### config.mk
export PLATFORM = sky130hd
export DESIGN_NAME = cfg_spi_bridge
export DESIGN_NICKNAME = d
export VERILOG_FILES = /design/src/rtl/cfg_spi_pkg.sv /design/src/rtl/spi_in_sync.sv /design/src/rtl/cfg_spi_bridge.sv
export SDC_FILE = /design/constraint.sdc
export NUM_CORES = 1
export LEC_CHECK = 0
export ABC_AREA = 1
export CORE_AREA = 2 2 94 96
export CTS_CLUSTER_DIAMETER = 30
export DETAILED_ROUTE_END_ITERATION = 16
export DIE_AREA = 0 0 96 98
export PLACE_DENSITY = 0.64
export REMOVE_ABC_BUFFERS = 1
export SLEW_MARGIN = 30
export SYNTH_ARGS = -nofsm -noshare
export SYNTH_HDL_FRONTEND = slang
export SYNTH_SLANG_ARGS = --single-unit
### constraint.sdc
create_clock -name clk -period 7 [get_ports clk]
set_input_delay 1.4 -clock clk [delete_from_list [all_inputs] [get_ports clk]]
set_output_delay 1.4 -clock clk [all_outputs]
set_load 0.01 [all_outputs]
### src/rtl/cfg_spi_pkg.sv
// Shared constants for the SPI-to-config-bus bridge: FSM encodings, opcodes,
// status-byte layout and the minimum clk/sclk frequency ratio.
package cfg_spi_pkg;

  localparam int unsigned STATE_W = 3;

  localparam logic [2:0] ST_WAIT_CS_HI = 3'd0;
  localparam logic [2:0] ST_IDLE       = 3'd1;
  localparam logic [2:0] ST_CMD        = 3'd2;
  localparam logic [2:0] ST_ADDR       = 3'd3;
  localparam logic [2:0] ST_DATA       = 3'd4;
  localparam logic [2:0] ST_STAT       = 3'd5;
  localparam logic [2:0] ST_IGNORE     = 3'd6;

  localparam logic [7:0] CMD_WRITE  = 8'h02;
  localparam logic [7:0] CMD_STATUS = 8'h05;

  localparam int unsigned STAT_ABORT_BIT = 7;
  localparam int unsigned STAT_ERR_LSB   = 0;
  localparam int unsigned STAT_ERR_W     = 7;

  localparam int unsigned MIN_CLK_PER_SCLK = 8;

  function automatic logic [7:0] status_byte(input logic abort,
                                             input logic [STAT_ERR_W-1:0] err);
    logic [7:0] s;
    s = '0;
    s[STAT_ABORT_BIT] = abort;
    s[STAT_ERR_LSB +: STAT_ERR_W] = err;
    return s;
  endfunction

endpackage

### src/rtl/spi_in_sync.sv
// Multi-flop synchroniser for one asynchronous SPI pin, with one-clk
// rise/fall pulses taken from the last stage against a delay flop.
module spi_in_sync #(
  parameter int unsigned SYNC_STAGES = 2
) (
  input  logic clk,
  input  logic rst_n,
  input  logic din_i,
  output logic level_o,
  output logic rise_c,
  output logic fall_c
);

  if (SYNC_STAGES < 2) begin : g_bad_stages
    $error("spi_in_sync: SYNC_STAGES must be at least 2");
  end

  logic [SYNC_STAGES-1:0] sync_q, sync_d;
  logic                   dly_q, dly_d;

  always_comb begin
    sync_d = {sync_q[SYNC_STAGES-2:0], din_i};
    dly_d  = sync_q[SYNC_STAGES-1];
  end

  always_ff @(posedge clk or negedge rst_n) begin
    if (!rst_n) begin
      sync_q <= '0;
      dly_q  <= 1'b0;
    end else begin
      sync_q <= sync_d;
      dly_q  <= dly_d;
    end
  end

  assign level_o = sync_q[SYNC_STAGES-1];
  assign rise_c  = sync_q[SYNC_STAGES-1] & ~dly_q;
  assign fall_c  = ~sync_q[SYNC_STAGES-1] & dly_q;

endmodule

### src/rtl/cfg_spi_bridge.sv
// SPI mode-0 slave that turns write frames into one-clk config-bus strobes
// and serves a status byte (abort flag + saturating frame-error count).
module cfg_spi_bridge
  import cfg_spi_pkg::*;
#(
  parameter int unsigned CFG_ADDR_WIDTH = 8,
  parameter int unsigned SYNC_STAGES    = 2,
  parameter int unsigned ERR_CNT_W      = 7
) (
  input  logic                      clk,
  input  logic                      rst_n,
  input  logic                      spi_sclk,
  input  logic                      spi_cs_n,
  input  logic                      spi_mosi,
  output logic                      spi_miso,
  output logic                      spi_miso_oe,
  output logic                      cfg_we,
  output logic [CFG_ADDR_WIDTH-1:0] cfg_addr,
  output logic [7:0]                cfg_wdata,
  output logic                      busy
);

  logic sclk_lvl_unused, sclk_rise, sclk_fall;
  logic cs_lvl, cs_rise, cs_fall;
  logic mosi_lvl, mosi_rise_unused, mosi_fall_unused;

  spi_in_sync #(.SYNC_STAGES(SYNC_STAGES)) u_sync_sclk (
    .clk(clk), .rst_n(rst_n), .din_i(spi_sclk),
    .level_o(sclk_lvl_unused), .rise_c(sclk_rise), .fall_c(sclk_fall)
  );

  spi_in_sync #(.SYNC_STAGES(SYNC_STAGES)) u_sync_cs (
    .clk(clk), .rst_n(rst_n), .din_i(spi_cs_n),
    .level_o(cs_lvl), .rise_c(cs_rise), .fall_c(cs_fall)
  );

  spi_in_sync #(.SYNC_STAGES(SYNC_STAGES)) u_sync_mosi (
    .clk(clk), .rst_n(rst_n), .din_i(spi_mosi),
    .level_o(mosi_lvl), .rise_c(mosi_rise_unused), .fall_c(mosi_fall_unused)
  );

  logic [STATE_W-1:0]        state_q, state_d;
  logic [2:0]                bit_cnt_q, bit_cnt_d;
  logic [6:0]                shin_q, shin_d;
  logic [7:0]                shout_q, shout_d;
  logic [7:0]                stat_val_q, stat_val_d;
  logic                      stat_cap_q, stat_cap_d;
  logic                      stat_done_q, stat_done_d;
  logic [CFG_ADDR_WIDTH-1:0] ptr_q, ptr_d;
  logic [ERR_CNT_W-1:0]      err_q, err_d;
  logic                      abort_q, abort_d;
  logic                      we_q, we_d;
  logic [CFG_ADDR_WIDTH-1:0] addr_q, addr_d;
  logic [7:0]                wdata_q, wdata_d;
  logic                      miso_q, miso_d;
  logic                      oe_q, oe_d;
  logic                      busy_q, busy_d;

  logic [7:0] rx_byte;
  logic [7:0] status_now;

  function automatic logic [ERR_CNT_W-1:0] sat_inc(input logic [ERR_CNT_W-1:0] v);
    return (&v) ? v : v + ERR_CNT_W'(1);
  endfunction

  // Next-state / datapath: frame open, bit shifting, byte dispatch, frame close
  always_comb begin
    state_d     = state_q;
    bit_cnt_d   = bit_cnt_q;
    shin_d      = shin_q;
    shout_d     = shout_q;
    stat_val_d  = stat_val_q;
    stat_cap_d  = stat_cap_q;
    stat_done_d = stat_done_q;
    ptr_d       = ptr_q;
    err_d       = err_q;
    abort_d     = abort_q;
    we_d        = 1'b0;
    addr_d      = addr_q;
    wdata_d     = wdata_q;
    miso_d      = miso_q;
    oe_d        = oe_q;
    rx_byte     = {shin_q, mosi_lvl};
    status_now  = stat_cap_q ? stat_val_q
                             : status_byte(abort_q, STAT_ERR_W'(err_q));

    if (state_q == ST_WAIT_CS_HI) begin
      if (cs_lvl) state_d = ST_IDLE;
    end else if (cs_fall) begin
      // A falling cs_n outside IDLE is a glitch: restart and count it
      if (state_q != ST_IDLE) err_d = sat_inc(err_q);
      state_d     = ST_CMD;
      bit_cnt_d   = 3'd0;
      stat_cap_d  = 1'b0;
      stat_done_d = 1'b0;
      oe_d        = 1'b0;
      miso_d      = 1'b0;
    end else if (state_q != ST_IDLE) begin
      if (sclk_rise) begin
        shin_d    = rx_byte[6:0];
        bit_cnt_d = bit_cnt_q + 3'd1;
        if (bit_cnt_q == 3'd7) begin
          case (state_q)
            ST_CMD: begin
              if (rx_byte == CMD_WRITE) begin
                state_d = ST_ADDR;
              end else if (rx_byte == CMD_STATUS) begin
                state_d = ST_STAT;
                oe_d    = 1'b1;
              end else begin
                state_d = ST_IGNORE;
                err_d   = sat_inc(err_q);
              end
            end
            ST_ADDR: begin
              ptr_d   = CFG_ADDR_WIDTH'(rx_byte);
              state_d = ST_DATA;
            end
            ST_DATA: begin
              we_d    = 1'b1;
              addr_d  = ptr_q;
              wdata_d = rx_byte;
              ptr_d   = ptr_q + CFG_ADDR_WIDTH'(1);
            end
            ST_STAT: stat_done_d = 1'b1;
            default: ;
          endcase
        end
      end

      // Status is frozen at the first falling edge and replayed every byte
      if (sclk_fall && state_q == ST_STAT) begin
        if (bit_cnt_q == 3'd0) begin
          stat_val_d = status_now;
          stat_cap_d = 1'b1;
          miso_d     = status_now[7];
          shout_d    = {status_now[6:0], 1'b0};
        end else begin
          miso_d  = shout_q[7];
          shout_d = {shout_q[6:0], 1'b0};
        end
      end

      // Close after any byte completing this cycle has been dispatched
      if (cs_rise) begin
        if (state_q == ST_STAT && stat_done_d) begin
          err_d   = '0;
          abort_d = 1'b0;
        end
        if (bit_cnt_d != 3'd0) begin
          abort_d = 1'b1;
          err_d   = sat_inc(err_d);
        end
        state_d = ST_IDLE;
        oe_d    = 1'b0;
        miso_d  = 1'b0;
      end
    end

    busy_d = (state_d != ST_IDLE) && (state_d != ST_WAIT_CS_HI);
  end

  always_ff @(posedge clk or negedge rst_n) begin
    if (!rst_n) begin
      state_q     <= ST_WAIT_CS_HI;
      bit_cnt_q   <= 3'd0;
      shin_q      <= '0;
      shout_q     <= '0;
      stat_val_q  <= '0;
      stat_cap_q  <= 1'b0;
      stat_done_q <= 1'b0;
      ptr_q       <= '0;
      err_q       <= '0;
      abort_q     <= 1'b0;
      we_q        <= 1'b0;
      addr_q      <= '0;
      wdata_q     <= '0;
      miso_q      <= 1'b0;
      oe_q        <= 1'b0;
      busy_q      <= 1'b0;
    end else begin
      state_q     <= state_d;
      bit_cnt_q   <= bit_cnt_d;
      shin_q      <= shin_d;
      shout_q     <= shout_d;
      stat_val_q  <= stat_val_d;
      stat_cap_q  <= stat_cap_d;
      stat_done_q <= stat_done_d;
      ptr_q       <= ptr_d;
      err_q       <= err_d;
      abort_q     <= abort_d;
      we_q        <= we_d;
      addr_q      <= addr_d;
      wdata_q     <= wdata_d;
      miso_q      <= miso_d;
      oe_q        <= oe_d;
      busy_q      <= busy_d;
    end
  end

  assign spi_miso    = miso_q;
  assign spi_miso_oe = oe_q;
  assign cfg_we      = we_q;
  assign cfg_addr    = addr_q;
  assign cfg_wdata   = wdata_q;
  assign busy        = busy_q;

endmodule

==> impl_metrics.env <==
export IMPL_status="complete, no violations"
export IMPL_cts_resized_gates=0
export IMPL_port_buffers=24
export IMPL_die_width_um=96
export IMPL_cp_required_ns=7.23
export IMPL_numCtsBuffers=9
export IMPL_io_pin_count=25
export IMPL_rsz0062_at_grt="false"
export IMPL_synth_area_per_cell_um2=8.073
export IMPL_yosysUniqueCellTypes=43
export IMPL_r2r_end="err_q[1]"
export IMPL_grt_pass1_vias=3240
export IMPL_cts_setup_buffers=0
export IMPL_min_path_cells=0
export IMPL_tightest_slew_ns=0.6572
export IMPL_synthArstFlopShare=1.000
export IMPL_r2r_cells=17
export IMPL_drtAntennaViolNets=0
export IMPL_synth_ff_type="dfrtp_1"
export IMPL_die_h_um=98
export IMPL_wl_um=8882
export IMPL_insertion_delay_ns=0.36
export IMPL_p_per_area_mw_per_mm2=313.2
export IMPL_setup_viol=0
export IMPL_grtUsageTotal=0.2107
export IMPL_grt_max_degree=75
export IMPL_maxSlewHeadroom=0.5618
export IMPL_power_total_w=0.001438
export IMPL_core_area_mm2=0.008466
export IMPL_grt_pass1_wl_um=15650
export IMPL_dr_pass1_iters=5
export IMPL_worst_path_max_fanout=11
export IMPL_antenna_found_initial=0
export IMPL_place_area_mm2=0.004369
export IMPL_drc=0
export IMPL_timing_fmax_ghz=0.3608
export IMPL_final_common_cell="nand2_1"
export IMPL_gp_congestion=0.9430
export IMPL_worstSetupPathType="reg -> reg"
export IMPL_die_area_mm2=0.009408
export IMPL_start_util=0.4787
export IMPL_finalHoldViolations=0
export IMPL_vdd_ir_drop_max_uv=156.7
export IMPL_multi_input_comb_area_mm2=0.001866
export IMPL_overflow=0
export IMPL_holdPathEnd="u_sync_mosi.sync_q[1]"
export IMPL_postSynthCellCount=502
export IMPL_synth_seq_cells=74
export IMPL_tritoncts="built"
export IMPL_ys_warnings_count=0
export IMPL_period_needed_ns=2.772
export IMPL_cts_hold_repair_buffers=0
export IMPL_ys_seq_area_frac=0.4569
export IMPL_worstSetupStartpointType="register"
export IMPL_diodes=0
export IMPL_clkTransAtPathRegs_ns=0.08
export IMPL_finClkSkew_ns=0.01240
export IMPL_r2r_start="err_q[0]"
export IMPL_htreeDepth=3
export IMPL_hp_start="u_sync_mosi.sync_q[0]"
export IMPL_area_growth_syn_to_layout_pct=13.31
export IMPL_period_share=0.3960
export IMPL_clock_root_buffer="clkbuf_8"
export IMPL_hp_class="reg -> reg"
export IMPL_wl_per_cell_um=13.92
export IMPL_layout_cells_most_common_list="nand2_1 (118), dfrtp_1 (74), inv_1 (63)"
export IMPL_cp_arrival_ns=3.00
export IMPL_drive_above_1_share=0.1302
export IMPL_rows=34
export IMPL_dr_first_iter_drc_count=229
export IMPL_seqCellArea_mm2=0.001852
export IMPL_setup_tns_ns=0
export IMPL_vias_per_cell=5.215
export IMPL_max_cap_viol_count=0
export IMPL_dp_cells=623
export IMPL_critPathCaptureType="register"
export IMPL_hpwlAfterDp_um=6562
export IMPL_p_leak_nw=2.216
export IMPL_synth_area_mm2=0.004053
export IMPL_regToRegSetupSlack_ns=4.23
export IMPL_fin_cells=638
export IMPL_clk_path_buf_depth=2
export IMPL_vias=3327
export IMPL_clock_sinks=74
export IMPL_layout_nets=539
export IMPL_fillers=790
export IMPL_synth_edf_count=0
export IMPL_drv_slew=0
export IMPL_stdcell_area_mm2=0.004592
==> flip-flops by register name, indices dropped and copies added, names as in the netlist <==
name / count
shout_q: 7
shin_q: 7
u_sync_cs.sync_q: 2
ptr_q: 8
spi_miso: 1
state_q: 3
bit_cnt_q: 3
cfg_addr: 8
stat_val_q: 8
spi_miso_oe: 1
busy: 1
abort_q: 1
cfg_wdata: 8
cfg_we: 1
u_sync_sclk.sync_q: 2
stat_done_q: 1
u_sync_mosi.sync_q: 2
u_sync_sclk.dly_q: 1
err_q: 7
stat_cap_q: 1
u_sync_cs.dly_q: 1
==> power by group <==
part           internal (W)  switching, W
Clock              0.000201      0.000170
Combinational      0.000167      0.000348
Sequential         0.000483     0.0000694
==> worst max path at each step <==
stage	from	to
3_5_place_dp	state_q[1]	cfg_wdata[2]
2_1_floorplan	err_q[0]	err_q[1]
3_3_place_gp	state_q[1]	cfg_addr[0]
5_1_grt	err_q[0]	err_q[5]
6_report	err_q[0]	err_q[1]
4_1_cts	state_q[1]	cfg_wdata[2]
==> cell type report <==
class | count | area share
multi-input combinational | 342 | 0.4063
sequential | 74 | 0.4033
inverter | 75 | 0.06185
timing repair buffer | 24 | 0.05259
tap | 108 | 0.02943
clock buffer | 9 | 0.02698
clock inverter | 6 | 0.01962
==> critical path, cell delays in order, from the launching register on <==
cell and delay [ns]:
dfrtp_1 0.50, ha_1 0.33, nand3_2 0.13, nor2_2 0.16, inv_2 0.11, o21ai_2 0.19, nand2_2 0.08, nand2_1 0.08
inv_1 0.04, nor2_1 0.13, ha_1 0.24, nand3_4 0.11, nor2_8 0.13, nand2_4 0.10, nand2_1 0.10, nand2_1 0.06
nand3_1 0.08, a21oi_2 0.06
==> through the flow <==
step           hold slack, ns  worst slack [ns]    util
5_1_grt                0.3675             3.829  0.5424
6_report               0.3560             4.228  0.5424
3_3_place_gp           0.3352             4.170  0.5161
3_5_place_dp           0.3397             4.022  0.5161
4_1_cts                0.3588             3.998  0.5414
2_1_floorplan          0.3312             4.651       -
==> routing by layer <==
layer / vias up / global-route usage / routed length (um)
li1: 1680 / - / -
met4: 0 / 0.08462 / 174
met5: - / 0 / 0
met3: 17 / 0.03086 / 333
met1: 1563 / 0.3198 / 4511
met2: 67 / 0.3007 / 3863
==> kinds of logic after synthesis <==
| group | count (synthesis) | synth area share |
|---|---|---|
| simple gates | 223 | 0.2708 |
| compound gates | 105 | 0.1500 |
| buf+inv | 86 | 0.08398 |
| flops | 74 | 0.4569 |
| fa+ha+maj | 8 | 0.02470 |
| xor+xnor | 5 | 0.01081 |
| mux | 1 | 0.002778 |
==> cell usage after synthesis (5+ instances only) <==
master    instances  area share
nor2_1           35       0.032
nor3_1            8      0.0099
nand2_2           9       0.014
ha_1              8       0.025
xor2_1            5       0.011
clkbuf_1          9      0.0083
nor2_4            5       0.014
nand4_1           8       0.012
inv_2            10      0.0093
nand3_1          16       0.020
dfrtp_1          74        0.46
nor2_2            7       0.011
nand2_1         118        0.11
o21ai_0          53       0.065
o21ai_1           7      0.0086
inv_1            63       0.058
o221ai_1          5       0.011
a21oi_1          18       0.022
No activity file was read; power rests on OpenSTA's default activity.
